`src/rtl/button_debounce_array_if.sv`:
```
// Signal bundle for button_debounce_array: raw buttons in, conditioned levels and pulses out.
// There is no valid/ready handshake: every output is a registered level or pulse that is valid
// every cycle after the rising clk edge, and btn_in may change at any time (it is asynchronous).
interface button_debounce_array_if #(
  parameter int CH = 5
);
  logic [CH-1:0]   btn_in;
  logic [CH-1:0]   btn_level;
  logic [CH-1:0]   pos_pulse;
  logic [CH-1:0]   neg_pulse;
  logic [CH-1:0]   rep_pulse;
  logic [2*CH-1:0] dbg_state;  // per-channel debounce FSM state, channel i at [2*i +: 2]

  modport master (
    output btn_in,
    input  btn_level, pos_pulse, neg_pulse, rep_pulse, dbg_state
  );

  modport slave (
    input  btn_in,
    output btn_level, pos_pulse, neg_pulse, rep_pulse, dbg_state
  );
endinterface

```
`src/rtl/button_debounce_array.sv`:
```
// N-channel push-button conditioner: synchroniser, debounce FSM, level plus edge pulses.
// Optional HOLD_REPEAT_EN macro adds an auto-repeat pulse while a button is held high.
module button_debounce_array #(
  parameter int CH           = 5,
  parameter int SYNC_STAGES  = 2,
  parameter int DEBOUNCE     = 130000,
  parameter int CNT_W        = 17,
  parameter int REPEAT_DELAY = 50000000,
  parameter int REPEAT_PER   = 10000000
) (
  input logic                          clk,
  input logic                          buttom_rst,
  button_debounce_array_if.slave       bus
);

  typedef enum logic [1:0] {
    STABLE_LOW  = 2'd0,
    CHK_HIGH    = 2'd1,
    STABLE_HIGH = 2'd2,
    CHK_LOW     = 2'd3
  } db_state_t;

  localparam logic [CNT_W-1:0] DB_CNT  = CNT_W'(DEBOUNCE);
  localparam logic [CNT_W-1:0] CNT_ONE = CNT_W'(1);

  logic [CH-1:0]   level_v;
  logic [CH-1:0]   pos_v;
  logic [CH-1:0]   neg_v;
  logic [CH-1:0]   rep_v;
  logic [2*CH-1:0] dbg_v;

  for (genvar i = 0; i < CH; i++) begin : g_ch
    logic [SYNC_STAGES-1:0] sync_q;
    logic                   s;
    db_state_t              state_q, state_d;
    logic [CNT_W-1:0]       cnt_q, cnt_d;
    logic                   level_q, level_d;
    logic                   pos_q, pos_d;
    logic                   neg_q, neg_d;

    assign s = sync_q[SYNC_STAGES-1];

    always_ff @(posedge clk or negedge buttom_rst) begin
      if (!buttom_rst) begin
        sync_q  <= '0;
        state_q <= STABLE_LOW;
        cnt_q   <= '0;
        level_q <= 1'b0;
        pos_q   <= 1'b0;
        neg_q   <= 1'b0;
      end else begin
        sync_q  <= {sync_q[SYNC_STAGES-2:0], bus.btn_in[i]};
        state_q <= state_d;
        cnt_q   <= cnt_d;
        level_q <= level_d;
        pos_q   <= pos_d;
        neg_q   <= neg_d;
      end
    end

    // The candidate sample loads cnt=1, so accepting at cnt==DEBOUNCE needs DEBOUNCE+1 samples.
    always_comb begin
      state_d = state_q;
      cnt_d   = cnt_q;
      level_d = level_q;
      pos_d   = 1'b0;
      neg_d   = 1'b0;
      case (state_q)
        STABLE_LOW: begin
          if (s) begin
            state_d = CHK_HIGH;
            cnt_d   = CNT_ONE;
          end else begin
            cnt_d = '0;
          end
        end
        CHK_HIGH: begin
          if (!s) begin
            state_d = STABLE_LOW;
            cnt_d   = '0;
          end else if (cnt_q == DB_CNT) begin
            state_d = STABLE_HIGH;
            level_d = 1'b1;
            pos_d   = 1'b1;
            cnt_d   = '0;
          end else begin
            cnt_d = cnt_q + CNT_ONE;
          end
        end
        STABLE_HIGH: begin
          if (!s) begin
            state_d = CHK_LOW;
            cnt_d   = CNT_ONE;
          end else begin
            cnt_d = '0;
          end
        end
        CHK_LOW: begin
          if (s) begin
            state_d = STABLE_HIGH;
            cnt_d   = '0;
          end else if (cnt_q == DB_CNT) begin
            state_d = STABLE_LOW;
            level_d = 1'b0;
            neg_d   = 1'b1;
            cnt_d   = '0;
          end else begin
            cnt_d = cnt_q + CNT_ONE;
          end
        end
        default: begin
          state_d = STABLE_LOW;
          cnt_d   = '0;
        end
      endcase
    end

    assign level_v[i]        = level_q;
    assign pos_v[i]          = pos_q;
    assign neg_v[i]          = neg_q;
    assign dbg_v[2*i +: 2]   = state_q;

`ifdef HOLD_REPEAT_EN
    localparam logic [31:0] DELAY_LAST = 32'(REPEAT_DELAY - 1);
    localparam logic [31:0] PER_LAST   = 32'(REPEAT_PER - 1);

    logic [31:0] rep_cnt_q, rep_cnt_d;
    logic        rep_first_q, rep_first_d;
    logic        rep_q, rep_d;

    always_ff @(posedge clk or negedge buttom_rst) begin
      if (!buttom_rst) begin
        rep_cnt_q   <= '0;
        rep_first_q <= 1'b1;
        rep_q       <= 1'b0;
      end else begin
        rep_cnt_q   <= rep_cnt_d;
        rep_first_q <= rep_first_d;
        rep_q       <= rep_d;
      end
    end

    // Counting only while the channel stays in STABLE_HIGH; anything else re-arms the delay.
    always_comb begin
      rep_cnt_d   = rep_cnt_q;
      rep_first_d = rep_first_q;
      rep_d       = 1'b0;
      if (state_q == STABLE_HIGH && s) begin
        if (rep_cnt_q == (rep_first_q ? DELAY_LAST : PER_LAST)) begin
          rep_d       = 1'b1;
          rep_cnt_d   = '0;
          rep_first_d = 1'b0;
        end else begin
          rep_cnt_d = rep_cnt_q + 32'd1;
        end
      end else begin
        rep_cnt_d   = '0;
        rep_first_d = 1'b1;
      end
    end

    assign rep_v[i] = rep_q;
`else
    assign rep_v[i] = 1'b0;
`endif
  end

  assign bus.btn_level = level_v;
  assign bus.pos_pulse = pos_v;
  assign bus.neg_pulse = neg_v;
`ifdef HOLD_REPEAT_EN
  assign bus.rep_pulse = rep_v;
`else
  assign bus.rep_pulse = {CH{1'b0}} & rep_v;
`endif
  assign bus.dbg_state = dbg_v;

endmodule

```
`src/flat_wrapper.sv`:
```
// flat-port wrapper written by rule: the top's interface ports become plain ports
module button_debounce_array_flat 
#(
  parameter int CH           = 5,
  parameter int SYNC_STAGES  = 2,
  parameter int DEBOUNCE     = 130000,
  parameter int CNT_W        = 17,
  parameter int REPEAT_DELAY = 50000000,
  parameter int REPEAT_PER   = 10000000
)
  (clk, buttom_rst, bus_btn_in, bus_btn_level, bus_pos_pulse, bus_neg_pulse, bus_rep_pulse, bus_dbg_state);
  button_debounce_array_if #(.CH(CH)) bus_i ();
  input logic clk;
  input logic buttom_rst;
  input wire logic [$bits(bus_i.btn_in)-1:0] bus_btn_in;
  output wire logic [$bits(bus_i.btn_level)-1:0] bus_btn_level;
  output wire logic [$bits(bus_i.pos_pulse)-1:0] bus_pos_pulse;
  output wire logic [$bits(bus_i.neg_pulse)-1:0] bus_neg_pulse;
  output wire logic [$bits(bus_i.rep_pulse)-1:0] bus_rep_pulse;
  output wire logic [$bits(bus_i.dbg_state)-1:0] bus_dbg_state;
  assign bus_i.btn_in = bus_btn_in;
  assign bus_btn_level = bus_i.btn_level;
  assign bus_pos_pulse = bus_i.pos_pulse;
  assign bus_neg_pulse = bus_i.neg_pulse;
  assign bus_rep_pulse = bus_i.rep_pulse;
  assign bus_dbg_state = bus_i.dbg_state;
  button_debounce_array #(.CH(CH), .SYNC_STAGES(SYNC_STAGES), .DEBOUNCE(DEBOUNCE), .CNT_W(CNT_W), .REPEAT_DELAY(REPEAT_DELAY), .REPEAT_PER(REPEAT_PER)) u_core (.clk(clk), .buttom_rst(buttom_rst), .bus(bus_i));
endmodule
```
`config.mk`:
```
export PLATFORM = sky130hd
export DESIGN_NAME = button_debounce_array_flat
export DESIGN_NICKNAME = d
export VERILOG_FILES = /design/src/rtl/button_debounce_array_if.sv /design/src/rtl/button_debounce_array.sv /design/src/flat_wrapper.sv
export SDC_FILE = /design/constraint.sdc
export NUM_CORES = 1
export LEC_CHECK = 0
export ABC_AREA = 1
export BUFFER_PORTS_ARGS = -buffer_cell sky130_fd_sc_hd__clkbuf_2
export CAP_MARGIN = 10
export CORE_MARGIN = 1.5
export CORE_UTILIZATION = 33
export DETAILED_ROUTE_END_ITERATION = 16
export PLACE_DENSITY = 0.58
export SLEW_MARGIN = 40
export SYNTH_ARGS = -nofsm -noshare
export SYNTH_HDL_FRONTEND = slang
export SYNTH_SLANG_ARGS = --single-unit
```
`constraint.sdc`:
```
create_clock -name clk -period 1.3 [get_ports clk]
set_input_delay 0.065 -clock clk [delete_from_list [all_inputs] [get_ports clk]]
set_output_delay 0.065 -clock clk [all_outputs]
set_load 0.005 [all_outputs]
```
-- Word-level counts from Yosys, hierarchy flattened
Index checks and enable logic that the tools add are counted.
- add/sub/neg operators: 5
- eq/ne operators: 60
- mux-type cells: 115
- reduce and logical (&&, ||, !) cells: 20
- operators with widths (operator ; count):
    one-hot mux 17 bit (4 select lines) ; 5
    two-way mux 17 bit ; 15
    adder 17 x 1 -> 17 bit, second input constant ; 5
    == test 17 bit, second input constant ; 5
    two-way mux 2 bit ; 30
    two-way mux 1 bit ; 55
    != test 2 x 1 -> 1 bit, second input constant ; 20
    one-hot mux 2 bit (4 select lines) ; 5
    AND reduction 5 bit ; 5
    == test 2 bit, second input constant ; 10
    != test 2 bit, second input constant ; 10
    AND reduction 4 bit ; 5
    != test 3 x 1 -> 1 bit, second input constant ; 5
    != test 3 bit, second input constant ; 5
    == test 2 x 1 -> 1 bit, second input constant ; 5
    zero test 2 bit ; 5
    one-hot mux 1 bit (2 select lines) ; 5
    nonzero test 2 bit ; 5
- register bits after elaboration: 120
- output and inout port bits: 30
- logic and storage cells: 230

-- Logic depth before layout (Yosys ltp)
Gate-level depths: netlist (run 1).
- depth in word-level cells: 4
- mapped depth: 11
- mapped depth without buffers: 11

-- Worst setup path after synthesis (run 1)
Ideal clock, no wire load.
- path type: reg-to-reg
- start: reg u_core.g_ch[4].cnt_q[0]
- end: reg u_core.g_ch[4].cnt_q[2]
- library setup time: 0.119 ns
- arrival: 1.225 ns
- path slack: -0.044 ns
- cell stages (with the launch flop): 11
- buffers on the path: 1
- clock period less this slack: 1.344 ns
- cells stage by stage: dfrtp_1 inv_1 ha_1 nand2_1 inv_1 nand2_1 nor2_1 nand3_1 nand2_1 buf_4 nor3b_1
- word-level cells in the longest chain between the ends: 4
- elaborated cells on any way between the ends: 6
- those cells by class: 1 x add/sub; 1 x eq/ne; 4 x mux
- RTL lines (element ; RTL line ; RTL):
    start, declared ; button_debounce_array.sv:36 ; logic [CNT_W-1:0] cnt_q, cnt_d;
    start signal, assigned ; button_debounce_array.sv:54 ; cnt_q <= cnt_d;
    adder 17 x 1 -> 17 bit or == test 17 bit (tied branches) ; n/a ;
    two-way mux 17 bit (*) ; button_debounce_array.sv:81, button_debounce_array.sv:102 ;
    two-way mux 17 bit, on equally long branches ; button_debounce_array.sv:99, button_debounce_array.sv:78 ;
    one-hot mux 17 bit (4 select lines) (*) ; button_debounce_array.sv:68 ; case (state_q)
    net u_core.g_ch[4].cnt_d[2] ; button_debounce_array.sv:36 ;
Mark *: on every way through the listed nets, which the timed path passes. The rest lies on a longest branch.
A chain may end at the register's enable or synchronous reset.

-- Final worst setup path (run 1)
- start: reg u_core.g_ch[1].cnt_q[0]
- end: reg u_core.g_ch[1].cnt_q[9]
- word-level cells in the longest chain between the ends: 4
- elaborated cells on any way between the ends: 6
- those cells by class: 1 x add/sub; 1 x eq/ne; 4 x mux
- RTL lines (element ; RTL line):
    start, declared ; button_debounce_array.sv:36
    start signal, assigned ; button_debounce_array.sv:54
    adder 17 x 1 -> 17 bit or == test 17 bit (tied branches) ; n/a
    two-way mux 17 bit (*) ; button_debounce_array.sv:81, button_debounce_array.sv:102
    two-way mux 17 bit, on equally long branches ; button_debounce_array.sv:99, button_debounce_array.sv:78
    one-hot mux 17 bit (4 select lines) (*) ; button_debounce_array.sv:68
    net u_core.g_ch[1].cnt_d[9] ; button_debounce_array.sv:36
Marked as above.

==> results_dict.tcl, run 1 <==
set metrics [dict create \
    met3_wirelength_um 399 \
    die_width_um 140.8 \
    drt_first_pass_iters 5 \
    path_buf_inv 4 \
    portBuffers 31 \
    antenna_found_initial 0 \
    viasPerCell 4.481 \
    powerDensity_mw_per_mm2 1030 \
    p_comb_frac 0.086 \
    power_uw 9297 \
    tritoncts "done" \
    final_layout_size_suffix_gt1_frac 0.3903 \
    vias 5377 \
    antennaDiodeCount 0 \
    rsz0062_at_grt "true" \
    power.internal_uw 7065 \
    p_seq_frac 0.421 \
    synth_cell_types 30 \
    worstPathArrival_ns 1.80 \
    die_h_um 140.8 \
    syn_area_per_cell_um2 8.045 \
    clock_latency_ns 0.42 \
    ys.flop_type "dfrtp_1" \
    wl_met1_um 6673 \
    synth_commonest_cells "nand2_1, nor2_1, dfrtp_1" \
    crit-reg2reg-launch "u_core.g_ch[1].cnt_q[0]" \
    fillers 1744 \
    cts_buffers 17 \
    synth_cells 779 \
    seq_area_mm2 0.003004 \
    crit_required_ns 1.60 \
    layout_min_cycle_time_ns 1.496 \
    synth.most_common_cell "nand2_1" \
    yosysTopAreaCell "dfrtp_1" \
    slowest_delay_ns 0.38 \
    fin_nets 970 \
    worst_slack_ns -0.1956 \
    critical_path.slowest_cell "dfrtp_1" \
    top_layer_used "met4" \
    dp_hpwl_um 9654 \
    row_count 50 \
    r2r_slack_ns -0.20 \
    multi_input_area_mm2 0.003352 \
    area_growth_pct 44.02 \
    setup_viol 101 \
    grt_max_degree 38 \
    synth_area_mm2 0.006267 \
    worstSetupPathType "flip-flop to flip-flop" \
    synth_seq_cells 120 \
    startpoint_type "flip-flop" \
    die-area_mm2 0.01983 \
    critPathMaxFanout 3 \
    synth-async-reset-ratio 1.000 \
    max_cap_viol_count 0 \
    route.met2.wl_um 7219 \
    hp-class "primary input to asynchronous set/reset pin" \
    period_share 1.150 \
    yosysSeqAreaShare 0.4791 \
    path_clk_slew_ns 0.06 \
    p_sw_frac 0.2400 \
    cts_max_path_buffers 2 \
    end_kind "flip-flop" \
    ir_worst_vdd_mv 0.9791 \
    h-tree-depth 4 \
    path_cells "buf_4 -> buf_4 -> buf_4 -> nand2_1 -> nor2_4 -> buf_4 -> xnor2_2 -> nor2_4" \
    core_area_mm2 0.01864 \
    skew_ns 0.01062 \
    crit_family "buffers and inverters" \
    r2r_cells 8 \
    crit_start "u_core.g_ch[1].cnt_q[0]" \
    synth_edf_count 0 \
    numClockSinks 120 \
    yosysWarnings 0 \
    slew_viol_final 0 \
    synth_area_leaders "dfrtp_1, nand2_1, nor2_1" \
    drtIter0Drc 339 \
    final_cell_area_mm2 0.009026 \
    p_leak_uw 0.004028 \
    netlist.area_leader.share 0.4791 \
    track_usage 0.1505 \
    fin_util 0.4842 \
    wire_per_inst_um 12.07 \
    ant_nets 0 \
    outcome "complete, but fails checks" \
    grt_pass1_vias 5303 \
    grt_pass1_wl_um 23830 \
    worstReg2RegEnd "u_core.g_ch[1].cnt_q[9]" \
    p_switching_uw 2232 \
    fmax_mhz 668.6 \
    grt-ovfl-total 0 \
    dpl-instance-area_mm2 0.007508 \
    hold_violations 0 \
    violations "setup timing" \
    start_util 0.3362 \
    drc 0 \
    root_buffer "clkbuf_16" \
    pwr-share-clk 0.493 \
    cp_common_cell "buf_4" \
    io_pins 37 \
    gp_congestion 0.7946 \
    wl_um 14490 \
]
## how the worst max path moves through the flow
stage	to	slack [ns]	cells past startpoint
floorplan	u_core.g_ch[1].cnt_q[6]	-0.03	10
global placement	u_core.g_ch[4].cnt_q[5]	-0.16	10
detailed placement	u_core.g_ch[2].cnt_q[0]	-0.18	7
CTS	flip-flop	-0.13	10
global route	u_core.g_ch[1].cnt_q[4]	-0.28	10
finish	u_core.g_ch[1].cnt_q[9]	-0.20	8
## area by class of cell
cell class,count,area share
multi-input combinational,531,0.3714
sequential,120,0.3328
timing repair buffer,177,0.1546
clock buffer,23,0.05184
inverter,106,0.04602
tap,234,0.03244
clock inverter,9,0.01095
## cells by family after synthesis
| logic type | count (synthesis) | share of synthesized area |
|---|---|---|
| AOI/OAI and AO/OA | 45 | 0.03913 |
| adders and majority gates | 10 | 0.01996 |
| other | 1 | 0.0005983 |
| buffers and inverters | 133 | 0.09882 |
| DFF | 120 | 0.4791 |
| and+or+nand+nor | 434 | 0.3120 |
| xor gates and xnor gates | 36 | 0.05031 |
## layout by cell type, fill, tap and decap left out, types with 5 or more instances in the layout
master         netlist  final
a21oi_1             11      7
buf_4               23    119
buf_6                3     17
clkbuf_16            0     18
clkbuf_2             0     30
clkinv_2             0      6
conb_1               1      5
dfrtp_1            120    119
dlygate4sd3_1        0      6
ha_4                 0      6
inv_1              103     91
inv_2                3     12
nand2_1            159    129
nand2_2             10     32
nand2_4              1      8
nand3_1             52     39
nand3_2              3     11
nand3_4              0      5
nand4_1             17     17
nor2_1             144     94
nor2_2              10     37
nor2_4               9     32
nor3_1              21     17
nor3b_2              2      7
o21ai_0             25     10
o21ai_1              0     12
xnor2_1             10      9
xor2_1              26     21
xor2_2               0      5
## state kept, by name, indices dropped and copies added (netlist names), named ones only
name and cells:
u_core.g_ch.pos_q 5, u_core.g_ch.level_q 5, u_core.g_ch.sync_q 10, u_core.g_ch.state_q 5
u_core.g_ch.cnt_q 85, u_core.g_ch.neg_q 5
## repair_timing
action / CTS / global route
endpoints found under the hold margin: 125 / 0
setup endpoints to repair: 100 / 110
setup buffers: 6 / 8
pin swaps: 39 / 56
hold buffers: 6 / 0
resized for setup: 76 / 140
gates cloned: 1 / 1
## power groups by stage
stage / clock network [uW] / logic, uW / registers, uW
floorplan: 0 / 338 / 3960
global placement: 0 / 568 / 3970
detailed placement: 0 / 576 / 3970
CTS: 4710 / 663 / 3910
global route: 4870 / 897 / 3930
finish: 4580 / 798 / 3920
## routing by layer
metal | up-vias | global-route usage
met4 | 0 | 0.05757
met3 | 13 | 0.03533
li1 | 2756 | -
met1 | 2540 | 0.1874
met5 | - | 0
met2 | 68 | 0.2536
## through the flow
step / TNS, ns / hold WS (ns) / setup slack (ns) / std cells
after detailed placement: -10.82 / -0.04857 / -0.1840 / 1146
after global placement: -9.469 / -0.04887 / -0.1634 / 1146
after floorplan: -0.4384 / -0.2306 / -0.03169 / 783
after global routing: -20.87 / 0.08248 / -0.2800 / 1200
final: -9.390 / 0.07919 / -0.1956 / 1200
after CTS: -8.469 / 0.07216 / -0.1338 / 1191
(Power assumes the default switching activity.)
==> inputs of run 2 (changes only) <==
GPL_TIMING_DRIVEN = 0   (was not set)
RECOVER_POWER = 50   (was not set)
SLEW_MARGIN = 20   (was 40)
==> run 2 against run 1 <==
  * The run still ends with setup timing left
  * Clock skew hardly changed
  * Routed wire length is 0.77% lower
  * Via count is 0.84% lower
  * Maximum frequency is 3.1% lower
  * Critical endpoint is now u_core.g_ch[1].cnt_q[10]
==> results_dict.tcl, run 2 (synthesis gave the netlist of run 1 again) <==
set metrics [dict create \
    dp_hpwl_um 8616 \
    layout_min_cycle_time_ns 1.543 \
    crit_family "simple AND/OR/NAND/NOR gates" \
    wl_um 14370 \
    ir_worst_vdd_mv 0.9566 \
    slew_viol_final 0 \
    final_cell_mix "nand2_1, dfrtp_1, inv_1" \
    critical_path.slowest_cell "dfrtp_1" \
    max_cap_viol_count 0 \
    antenna_found_initial 0 \
    layout.cells.non_filler 1156 \
    ant_nets 0 \
    portBuffers 31 \
    skew_ns 0.01042 \
    path_cells "inv_2 -> ha_4 -> inv_2 -> nor2_1 -> nand2_1 -> nor2_2 -> nand2_2 -> nand2_4 -> buf_8 -> nor2_2" \
    worstPathArrival_ns 1.86 \
    root_buffer "clkbuf_16" \
    slowest_delay_ns 0.40 \
    worst_slack_ns -0.2433 \
    violations "setup timing" \
    io_pins 37 \
    drtIter0Drc 327 \
    die_h_um 140.8 \
    start_util 0.3362 \
    period_share 1.187 \
    worstSetupPathType "flip-flop to flip-flop" \
    relSlewSlack 0.4667 \
    powerDensity_mw_per_mm2 1116 \
    dpl-instance-area_mm2 0.006788 \
    die_width_um 140.8 \
    path_clk_slew_ns 0.06 \
    grt_pass1_vias 4965 \
    crit_required_ns 1.61 \
    drt_first_pass_iters 7 \
    tritoncts "done" \
    clock_latency_ns 0.42 \
    outcome "complete, but fails checks" \
    antennaDiodeCount 0 \
    dp.cells 1049 \
    largest_reg_flops 85 \
    fin_nets 926 \
    p_leak_uw 0.003902 \
    row_count 50 \
    cts_max_path_buffers 2 \
    grt_max_degree 67 \
    path_buf_inv 3 \
    die-area_mm2 0.01983 \
    hold_violations 0 \
    final_common_cell "nand2_1" \
    rsz0062_at_grt "true" \
    track_usage 0.1457 \
    final_cell_area_mm2 0.008848 \
    h-tree-depth 4 \
    startpoint_type "flip-flop" \
    fmax_mhz 648.0 \
    vias 5332 \
    viasPerCell 4.612 \
    end_kind "flip-flop" \
    numClockSinks 120 \
    worstMarginPinSlew_ns 0.8000 \
    hp-class "primary input to flip-flop" \
    fin_util 0.4746 \
    gp_congestion 0.8055 \
    area_growth_pct 41.19 \
    regMostFlops "u_core.g_ch.cnt_q" \
    drc 0 \
    grt-ovfl-total 0 \
    final_layout_size_suffix_gt1_frac 0.3948 \
    dp_worst_setup_slack_ns -0.2348 \
    critPathMaxFanout 5 \
    power_uw 9879 \
    core_area_mm2 0.01864 \
    wire_per_inst_um 12.43 \
    grt_pass1_wl_um 23250 \
    setup_viol 107 \
    cts_buffers 17 \
    top_regs "u_core.g_ch.cnt_q: 85 flops, u_core.g_ch.sync_q: 10 flops" \
]
-- run 2: path summary, 6_finish.rpt --
check	start	endpoint	slack, ns	cells after the start
setup / recovery	u_core.g_ch[1].cnt_q[0]	u_core.g_ch[1].cnt_q[10]	-0.24	10
min in group asynchronous	buttom_rst	u_core.g_ch[4].neg_q	0.30	2
setup reg to reg	u_core.g_ch[1].cnt_q[0]	u_core.g_ch[1].cnt_q[10]	-0.24	10
hold / removal	bus_btn_in[2]	u_core.g_ch[2].sync_q[0]	0.29	2
max in group asynchronous	buttom_rst	u_core.g_ch[4].cnt_q[5]	0.16	3
hold reg to reg	u_core.g_ch[2].sync_q[0]	u_core.g_ch[2].sync_q[1]	0.35	0
-- run 2: layout make-up --
class,instances,area (um^2)
Fill cell,1754,9794
Multi-Input combinational cell,530,3435
Sequential cell,120,3008
Timing Repair Buffer,107,854.6
Clock buffer,23,488.0
Inverter,106,417.9
Tap cell,234,292.8
Buffer,27,232.7
Clock inverter,9,120.1
-- run 2: what timing repair did --
action / CTS / global route
pin swaps: 60 / 63
gates cloned: 4 / 1
hold buffers: 6 / 0
endpoints found under the hold margin: 59 / 0
setup buffers: 33 / 32
resized for setup: 117 / 141
endpoints found under the setup margin: 107 / 109
-- run 2: stage by stage --
step | hold WS (ns) | TNS [ns]
floorplan | -0.2306 | -0.4384
global placement | 0.1741 | -240.37
detailed placement | 0.07755 | -15.39
CTS | 0.1963 | -11.46
global route | 0.2810 | -26.45
finish | 0.2915 | -15.77
-- run 2: per-layer routing --
layer / share of wire / vias up / global-route usage
li1: - / 2678 / -
met1: 0.48 / 2555 / 0.1961
met2: 0.47 / 79 / 0.2235
met3: 0.029 / 20 / 0.03872
met4: 0.018 / 0 / 0.05811
met5: 0 / - / 0
-- run 2: power by group --
part / total (uW) / switching (uW) / internal, uW
logic: 1100 / 585 / 511
registers: 3930 / 102 / 3830
clock network: 4850 / 1660 / 3200
==> inputs of run 3 (changes only) <==
CORE_MARGIN = not set   (was 1.5)
==> run 3 against run 2 <==
  * The flow still finishes with violations (setup timing)
  * Sequential power is essentially flat
  * First-iteration DRC count shrank 47%
  * Via count shrank 4.4%
  * Count of clock-buffer cells in the layout is the same
  * Routed wire length shrank 7.7%
  * Critical path type unchanged
  * Critical endpoint is now u_core.g_ch[3].cnt_q[10]
  * Highest routed layer unchanged
==> results_dict.tcl, run 3 (synthesis gave the netlist of run 1 again) <==
set metrics [dict create \
    period_share 1.145 \
    critical_path.slowest_cell "dfrtp_1" \
    die-area_mm2 0.01955 \
    largest_reg_flops 85 \
    grt-ovfl-total 0 \
    cts_max_path_buffers 2 \
    grt_pass1_wl_um 22820 \
    path_clk_slew_ns 0.05 \
    clock_latency_ns 0.41 \
    dpl-instance-area_mm2 0.006788 \
    drtIter0Drc 172 \
    ant_nets 0 \
    p_leak_uw 0.003672 \
    layout_min_cycle_time_ns 1.488 \
    relSlewSlack 0.2771 \
    fin_util 0.4569 \
    worstReg2RegEnd "u_core.g_ch[3].cnt_q[10]" \
    slew_viol_final 0 \
    setup_viol 175 \
    min_to "u_core.g_ch[1].sync_q[0]" \
    whs_path_depth 2 \
    wl_um 13260 \
    layout.cells.non_filler 1128 \
    grt_pass1_vias 5017 \
    crit_required_ns 1.60 \
    worstPathArrival_ns 1.79 \
    dp_hpwl_um 8488 \
    critPathMaxFanout 5 \
    final_cell_mix "nand2_1, dfrtp_1, inv_1" \
    hold_path_startpoint "bus_btn_in[1]" \
    ir_worst_vdd_mv 1.013 \
    viasPerCell 4.520 \
    fin_nets 899 \
    hold_violations 0 \
    root_buffer "clkbuf_16" \
    portBuffers 31 \
    worstMarginPinSlew_ns 1.084 \
    die_width_um 139.8 \
    worst_slack_ns -0.1880 \
    fmax_mhz 672.1 \
    die_h_um 139.8 \
    area_growth_pct 35.92 \
    powerDensity_mw_per_mm2 1096 \
    h-tree-depth 4 \
    hp-class "primary input to flip-flop" \
    numClockSinks 120 \
    top_regs "u_core.g_ch.cnt_q: 85 flops, u_core.g_ch.sync_q: 10 flops" \
    regMostFlops "u_core.g_ch.cnt_q" \
    fillers 1798 \
    seq_area_mm2 0.003008 \
    antennaDiodeCount 0 \
    antenna_found_initial 0 \
    drc 0 \
    final_common_cell "nand2_1" \
    crit_family "simple AND/OR/NAND/NOR gates" \
    tritoncts "done" \
    dp.cells 1049 \
    start_util 0.3362 \
    gp_congestion 0.8126 \
    r2r_slack_ns -0.19 \
    startpoint_type "flip-flop" \
    power_uw 9334 \
    track_usage 0.1450 \
    grt_max_degree 82 \
    wire_per_inst_um 11.76 \
    row_count 50 \
    final_cell_area_mm2 0.008518 \
    io_pins 37 \
    violations "setup timing" \
    cp_common_cell "nor2_4" \
    drt_first_pass_iters 4 \
    rsz0062_at_grt "true" \
    max_cap_viol_count 0 \
    path_cells "ha_2 -> nand2_2 -> nor2_4 -> nand2_2 -> nor2_4 -> buf_4 -> xor2_2 -> nor2_4" \
    multi_input_area_mm2 0.003362 \
    r2r_cells 8 \
    path_buf_inv 1 \
    core_area_mm2 0.01864 \
    end_kind "flip-flop" \
    final_layout_size_suffix_gt1_frac 0.3647 \
    skew_ns 0.006374 \
    vias 5098 \
    slowest_delay_ns 0.38 \
    worstSetupPathType "flip-flop to flip-flop" \
    crit-reg2reg-launch "u_core.g_ch[3].cnt_q[1]" \
    outcome "complete, but fails checks" \
    cts_buffers 17 \
]
[run 3: layer usage]
layer  wire length, um  GRT usage  up-vias
met1              6342     0.1871     2410
met5                 0          0        -
met2              6335     0.2329       59
li1                  -          -     2611
met3               407    0.04129       18
met4               179    0.04858        0
[run 3: worst reg2reg max path, cell delays in order, from the launching register on]
cell     delay, ns
dfrtp_1       0.38
ha_2          0.20
nand2_2       0.07
nor2_4        0.10
nand2_2       0.08
nor2_4        0.16
buf_4         0.15
xor2_2        0.18
nor2_4        0.06
[run 3: layout make-up]
type	count	share of cell area
flip-flops and latches	120	0.3531
multi-input cells	530	0.3947
clock buffers	23	0.05729
repair buffers	80	0.07550
inverters	106	0.04935
plain buffers	27	0.02732
well taps	234	0.03437
clock inverters	8	0.008373
[run 3: metrics by stage]
stage / setup slack (ns) / TNS (ns) / hold slack (ns)
floorplan: -0.03169 / -0.4384 / -0.2306
global placement: -1.817 / -230.26 / 0.1735
detailed placement: -0.2457 / -14.88 / 0.01801
CTS: -0.1846 / -11.62 / 0.1477
global route: -0.2834 / -44.17 / 0.2774
finish: -0.1880 / -15.18 / 0.3002
[run 3: power by group]
part           switching, uW  internal, uW
clock                   1650          2800
combinational            523           438
sequential              94.9          3830
[run 3: how the worst max path moves through the flow]
stage / to / cells after the start / slack (ns) / from
floorplan: u_core.g_ch[1].cnt_q[6] / 10 / -0.03 / u_core.g_ch[1].cnt_q[0]
global placement: u_core.g_ch[2].cnt_q[12] / 1 / -1.82 / buttom_rst
detailed placement: u_core.g_ch[1].cnt_q[14] / 10 / -0.25 / u_core.g_ch[1].cnt_q[0]
CTS: u_core.g_ch[2].cnt_q[8] / 9 / -0.18 / u_core.g_ch[2].cnt_q[0]
global route: u_core.g_ch[3].cnt_q[1] / 3 / -0.28 / buttom_rst
finish: u_core.g_ch[3].cnt_q[10] / 8 / -0.19 / u_core.g_ch[3].cnt_q[1]
[run 3: what timing repair did]
action                                  in CTS  in global routing
hold buffers                                 6                  0
endpoints found under the setup margin     107                110
endpoints found under the hold margin       53                  0
buffers inserted                            23                 15
pin swaps                                   58                 48
gates resized for setup                    131                110
gates cloned                                 5                  0
